`src/rtl/zintack_if.sv`:
```
// Z80 interrupt-acknowledge bus bundle: CPU/controller signals in, acknowledge/vector/RET status out.
// ret_st exposes the RETI/RETN decoder state (1 = an ED prefix has just been fetched).
interface zintack_if;
  logic       m1_n;
  logic       iorq_n;
  logic       mreq_n;
  logic       rd_n;
  logic [7:0] din;
  logic       int_n;
  logic [7:0] im2vect;
  logic       intack;
  logic [7:0] dout;
  logic       dout_oe;
  logic       reti;
  logic       retn;
  logic       spur;
  logic       insvc;
  logic [2:0] depth;
  logic       ret_st;

  modport master (
    output m1_n, iorq_n, mreq_n, rd_n, din, int_n, im2vect,
    input  intack, dout, dout_oe, reti, retn, spur, insvc, depth, ret_st
  );

  modport slave (
    input  m1_n, iorq_n, mreq_n, rd_n, din, int_n, im2vect,
    output intack, dout, dout_oe, reti, retn, spur, insvc, depth, ret_st
  );
endinterface

```
`src/rtl/zintack.sv`:
```
// Z80 IM2 interrupt acknowledge: filtered INTA detection, vector drive, RETI/RETN decode
// and interrupt nesting depth tracking. All inputs are synchronous to clk.
module zintack (
  input logic      clk,
  input logic      res,
  zintack_if.slave bus
);
  typedef enum logic {ST_IDLE = 1'b0, ST_ED = 1'b1} ret_state_t;

  ret_state_t state;
  logic       cond_q;
  logic       in_fetch;
  logic       cap_v;
  logic [7:0] cap;

  logic inta_cond, qual, rise, fetch, fetch_end, fire_reti, fire_retn, dec;

  // INTA qualifies once the condition has been seen on two consecutive edges.
  assign inta_cond = !bus.m1_n && !bus.iorq_n;
  assign qual      = inta_cond && cond_q;
  assign rise      = qual && !bus.intack;

  // A fetch ends on the first edge rd_n is seen high after having been low in the fetch.
  assign fetch     = !bus.m1_n && !bus.mreq_n && !bus.rd_n;
  assign fetch_end = in_fetch && bus.rd_n;

  assign fire_reti = cap_v && (state == ST_ED) && (cap == 8'h4D);
  assign fire_retn = cap_v && (state == ST_ED) && (cap == 8'h45);
  assign dec       = fire_reti || fire_retn;

  always_ff @(posedge clk) begin
    if (res) begin
      cond_q      <= 1'b0;
      in_fetch    <= 1'b0;
      cap_v       <= 1'b0;
      cap         <= 8'h00;
      state       <= ST_IDLE;
      bus.intack  <= 1'b0;
      bus.dout    <= 8'h00;
      bus.dout_oe <= 1'b0;
      bus.spur    <= 1'b0;
      bus.reti    <= 1'b0;
      bus.retn    <= 1'b0;
      bus.depth   <= 3'd0;
    end else begin
      cond_q      <= inta_cond;
      bus.intack  <= qual;
      bus.dout_oe <= qual || bus.intack;
      bus.spur    <= rise && bus.int_n;
      if (rise) bus.dout <= bus.im2vect;

      if (fetch)        in_fetch <= 1'b1;
      else if (bus.rd_n) in_fetch <= 1'b0;
      cap_v <= fetch_end;
      if (fetch_end) cap <= bus.din;

      bus.reti <= fire_reti;
      bus.retn <= fire_retn;
      // The captured byte is decoded one edge after capture.
      if (cap_v) begin
        case (state)
          ST_IDLE: if (cap == 8'hED) state <= ST_ED;
          ST_ED:   state <= (cap == 8'hED) ? ST_ED : ST_IDLE;
          default: state <= ST_IDLE;
        endcase
      end

      if (rise && !dec && bus.depth != 3'd7)
        bus.depth <= bus.depth + 3'd1;
      else if (dec && !rise && bus.depth != 3'd0)
        bus.depth <= bus.depth - 3'd1;
    end
  end

  assign bus.insvc  = (bus.depth != 3'd0);
  assign bus.ret_st = (state == ST_ED);
endmodule

```
`src/flat_wrapper.sv`:
```
// flat-port wrapper written by rule: the top's interface ports become plain ports
module zintack_flat 
  (clk, res, bus_m1_n, bus_iorq_n, bus_mreq_n, bus_rd_n, bus_din, bus_int_n, bus_im2vect, bus_intack, bus_dout, bus_dout_oe, bus_reti, bus_retn, bus_spur, bus_insvc, bus_depth, bus_ret_st);
  zintack_if bus_i ();
  input logic clk;
  input logic res;
  input wire logic [$bits(bus_i.m1_n)-1:0] bus_m1_n;
  input wire logic [$bits(bus_i.iorq_n)-1:0] bus_iorq_n;
  input wire logic [$bits(bus_i.mreq_n)-1:0] bus_mreq_n;
  input wire logic [$bits(bus_i.rd_n)-1:0] bus_rd_n;
  input wire logic [$bits(bus_i.din)-1:0] bus_din;
  input wire logic [$bits(bus_i.int_n)-1:0] bus_int_n;
  input wire logic [$bits(bus_i.im2vect)-1:0] bus_im2vect;
  output wire logic [$bits(bus_i.intack)-1:0] bus_intack;
  output wire logic [$bits(bus_i.dout)-1:0] bus_dout;
  output wire logic [$bits(bus_i.dout_oe)-1:0] bus_dout_oe;
  output wire logic [$bits(bus_i.reti)-1:0] bus_reti;
  output wire logic [$bits(bus_i.retn)-1:0] bus_retn;
  output wire logic [$bits(bus_i.spur)-1:0] bus_spur;
  output wire logic [$bits(bus_i.insvc)-1:0] bus_insvc;
  output wire logic [$bits(bus_i.depth)-1:0] bus_depth;
  output wire logic [$bits(bus_i.ret_st)-1:0] bus_ret_st;
  assign bus_i.m1_n = bus_m1_n;
  assign bus_i.iorq_n = bus_iorq_n;
  assign bus_i.mreq_n = bus_mreq_n;
  assign bus_i.rd_n = bus_rd_n;
  assign bus_i.din = bus_din;
  assign bus_i.int_n = bus_int_n;
  assign bus_i.im2vect = bus_im2vect;
  assign bus_intack = bus_i.intack;
  assign bus_dout = bus_i.dout;
  assign bus_dout_oe = bus_i.dout_oe;
  assign bus_reti = bus_i.reti;
  assign bus_retn = bus_i.retn;
  assign bus_spur = bus_i.spur;
  assign bus_insvc = bus_i.insvc;
  assign bus_depth = bus_i.depth;
  assign bus_ret_st = bus_i.ret_st;
  zintack u_core (.clk(clk), .res(res), .bus(bus_i));
endmodule
```
`config.mk`:
```
export PLATFORM = sky130hd
export DESIGN_NAME = zintack_flat
export DESIGN_NICKNAME = d
export VERILOG_FILES = /design/src/rtl/zintack_if.sv /design/src/rtl/zintack.sv /design/src/flat_wrapper.sv
export SDC_FILE = /design/constraint.sdc
export NUM_CORES = 1
export LEC_CHECK = 0
export BUFFER_PORTS_ARGS = -buffer_cell sky130_fd_sc_hd__buf_4
export CORE_MARGIN = 10
export CORE_UTILIZATION = 30
export CTS_BUF_LIST = sky130_fd_sc_hd__clkbuf_4
export DETAILED_ROUTE_END_ITERATION = 7
export GPL_ROUTABILITY_DRIVEN = 0
export GPL_TIMING_DRIVEN = 0
export PLACE_DENSITY_LB_ADDON = 0.12
export SYNTH_ARGS = -nofsm -noshare
export SYNTH_HDL_FRONTEND = slang
export SYNTH_SLANG_ARGS = --single-unit
export TNS_END_PERCENT = 5
```
`constraint.sdc`:
```
create_clock -name clk -period 2.7 [get_ports clk]
set_input_delay 0.81 -clock clk [delete_from_list [all_inputs] [get_ports clk]]
set_output_delay 0.81 -clock clk [all_outputs]
set_load 0.03 [all_outputs]
```
==> impl_summary.log <==
INFO  metric synth_seq_cells = 28
INFO  metric via_count = 987
INFO  metric fp.coreArea = 3660 sq um
INFO  metric async_reset_ff_frac = 0
INFO  metric grt_pass1_vias = 1,026
INFO  metric detail_route.iter0.violations = 47
INFO  metric critical_path.endpoint_type = flop
INFO  metric syn-instance-count = 124
INFO  metric finalSetupViolCount = 0
INFO  metric synth_ff_type = sky130_fd_sc_hd__dfxtp_1
INFO  metric post_synth.cell_area_avg = 9.19 sq um
INFO  metric hpwl = 2240 um
INFO  metric route.detailed.wl_per_inst = roughly 13 um
INFO  metric post-synth-top-area-cell = sky130_fd_sc_hd__dfxtp_1
INFO  metric route.antenna.remaining_nets = 0
INFO  metric power.density = 441 nW/um^2
INFO  metric crit_arrival = 2.60 ns
INFO  metric final.setup.worst_slack = approximately 0.33 ns
INFO  metric timing.hold.worst.start = u_core.bus.dout[5]
INFO  metric utilization = 0.413
INFO  metric worst_r2r_endpoint = u_core.bus.depth[2]
INFO  metric outcome = complete, no violations
INFO  metric sum_of_met3_wire_segment_lengths_after_detailed_routing = about 270 um
INFO  metric post-route-drc-count = 0
INFO  metric share_of_layout_cells_above_drive_strength_1 = 0.313
INFO  metric synthesis.yosys.warnings = 0
INFO  metric rel_slew_slack = 0.689
INFO  metric total_clock_sinks = 28
INFO  metric max_clock_freq = 0.423 GHz
INFO  metric critical_path.max_fanout = 4
INFO  metric clock_insertion_delay_worst_skew = 0.33 ns
INFO  metric crit-reg2reg-launch = u_core.bus.intack
INFO  metric netlist-cell-type-count = 29
INFO  metric cp.required = 2.94 ns
INFO  metric finalCritPeriodShare = 0.876
INFO  metric place_worst_setup_slack = -0.0412 ns
INFO  metric grt_max_degree = 16
INFO  metric crit_end = u_core.bus.depth[2]
INFO  metric design.die.area = about 6700 sq um
INFO  metric final_design_area_no_fill = about 1500 sq um
INFO  metric critPathLaunchType = input port
INFO  metric worstHoldPathType = reg2reg
INFO  metric antenna-diode-count = 0
INFO  metric critPathKind = in2reg
INFO  metric cts_buffers = 3
INFO  metric rows = 22
INFO  metric htreeDepth = 1
INFO  metric highest_layer = met4
INFO  metric grt_antenna_before_repair = 0
INFO  metric avgViaCountPerCell = 4.61
INFO  metric r2r_slack = 0.53 ns
INFO  metric post_synth_main_area_contributors = sky130_fd_sc_hd__dfxtp_1 (49%), sky130_fd_sc_hd__nand2_1 (9.2%), sky130_fd_sc_hd__a21oi_1 (7.5%), sky130_fd_sc_hd__nand3_1 (4.0%), sky130_fd_sc_hd__nor4b_4 (2.1%)
INFO  metric timing.critical_path.from = bus_m1_n
INFO  metric overflow = 0
INFO  metric syn_area = 1140 sq um
INFO  metric power_leakage = 0.653 nW
INFO  metric route.final.wire_length = ~2800 um
INFO  metric rsz_0062_raised_after_global_routing = no
INFO  metric cts-hold-fix-buffers = 0
INFO  metric drv_slew = 0
INFO  metric final_hold_violating_endpoints = 0
INFO  metric vdd_ir_drop_max = around 0.20 mV
INFO  metric fp.dieW = 81.6 um
INFO  metric synth_seq_area_share = 0.492
INFO  metric post_synthesis_net_count = 148
INFO  metric drv_cap = 0
INFO  metric synth-edff-count = 0
INFO  metric yosys-top-cells-count = sky130_fd_sc_hd__dfxtp_1 (28), sky130_fd_sc_hd__nand2_1 (28), sky130_fd_sc_hd__a21oi_1 (17)
INFO  metric fin_hold_ws = 0.466 ns
INFO  metric layout.filler_cells = 375
INFO  metric cts.repair_timing.setup_buffer_count = 0
INFO  metric io_pins = 41
INFO  metric first_pass_grt_wire_length = 4730 um
INFO  metric synth.top_cell.area_share = 0.492
INFO  metric clk_transition_reported_paths = 0.15 ns
INFO  metric grtUsageTotal = 0.0895
INFO  metric detail_route.wirelength.met1 = 1150 um
INFO  metric cts-root-to-sink-buffers = 2
INFO  metric cts_repair_resize_count = 0
INFO  metric route.met2.wl = about 1300 um
INFO  metric multi_input_area = between 500 and 600 sq um
INFO  metric tritoncts_clock_tree = done
INFO  metric chip_height = 81.6 um
INFO  metric final_nets = 191
INFO  metric layout-area-overhead-vs-synth = 32.6%
INFO  metric placed_inst_area = around 1500 sq um
INFO  metric detailedRoute.firstPassIterationCount = 2
INFO  metric clock_skew = 0.00400 ns
INFO  metric initial_utilization = 0.311
INFO  metric worst_r2r_path_depth = 7
INFO  metric worst-slew-pin-transition = between 0.4 and 0.5 ns
INFO  metric io_buffer_count = 38
INFO  metric finalCriticalPeriod = 2.37 ns
INFO  metric cts_root_buffer = sky130_fd_sc_hd__clkbuf_4
INFO  metric register_cell_area_after_layout = about 560 sq um
power by group:
| group | internal [mW] | total, mW | switching, mW |
|---|---|---|---|
| Sequential | 0.419 | 0.424 | 0.00455 |
| Clock | 0.0543 | 0.176 | 0.122 |
| Combinational | 0.0331 | 0.0671 | 0.0340 |
| Total | 0.507 | 0.667 | 0.160 |
worst min path at each step:
stage / end / cells after the start
after CTS: u_core.bus.dout[5] / 2
after global routing: u_core.cap[1] / 2
after detailed placement: u_core.bus.dout[5] / 2
after floorplan: u_core.bus.retn / 1
after global placement: u_core.cap[4] / 2
final: u_core.bus.dout[5] / 2
area by class of cell:
class	count	share of cell area
tap	48	0.0397
inverter	2	0.00497
buffer	7	0.0199
sequential	28	0.371
timing repair buffer	38	0.189
clock buffer	3	0.0149
multi-input combinational	87	0.358
clock inverter	1	0.00248
critical path, stage by stage:
cell                      delay (ns)
sky130_fd_sc_hd__buf_4          0.13
sky130_fd_sc_hd__nor4b_4        0.32
sky130_fd_sc_hd__and2_2         0.24
sky130_fd_sc_hd__nand2_1        0.07
sky130_fd_sc_hd__fa_1           0.39
sky130_fd_sc_hd__and3_1         0.16
sky130_fd_sc_hd__mux2i_1        0.15
sky130_fd_sc_hd__mux2_1         0.33
routing by layer:
layer / up-vias / global-route usage
li1: 501 / -
met1: 459 / 0.101
met2: 23 / 0.145
met3: 4 / 0.0415
met4: 0 / 0.0357
met5: - / 0
state kept, by name (all words and copies together), names as in the netlist:
signal              cells
u_core.bus.dout         8
u_core.cap              8
u_core.bus.depth        3
u_core.bus.dout_oe      1
u_core.bus.intack       1
u_core.bus.ret_st       1
u_core.bus.reti         1
u_core.bus.retn         1
u_core.bus.spur         1
u_core.cap_v            1
u_core.cond_q           1
u_core.in_fetch         1
per-stage QoR:
step	TNS, ns	total power [mW]	cells
final	0	0.667	214
after global routing	0	0.699	214
after CTS	0	0.676	214
after detailed placement	-0.0412	0.501	210
after global placement	-0.00124	0.499	210
after floorplan	0	0.464	124
cells by family after synthesis:
group	share of synthesized area
simple gates	0.315
flops	0.492
compound gates	0.0823
buf+inv	0.0329
mux	0.0604
fa+ha+maj	0.0176
cells in the final DEF, fill, tap and decap left out, types with 3 or more instances in the layout:
cell	netlist	routed
sky130_fd_sc_hd__a21oi_1	17	17
sky130_fd_sc_hd__and3_1	3	3
sky130_fd_sc_hd__buf_4	1	39
sky130_fd_sc_hd__clkbuf_1	6	6
sky130_fd_sc_hd__clkbuf_4	0	3
sky130_fd_sc_hd__dfxtp_1	28	28
sky130_fd_sc_hd__nand2_1	28	28
sky130_fd_sc_hd__nand3_1	9	9
sky130_fd_sc_hd__nor2_1	6	6
sky130_fd_sc_hd__nor3_1	3	3
Note: power is estimated with default switching activity, not from simulation.
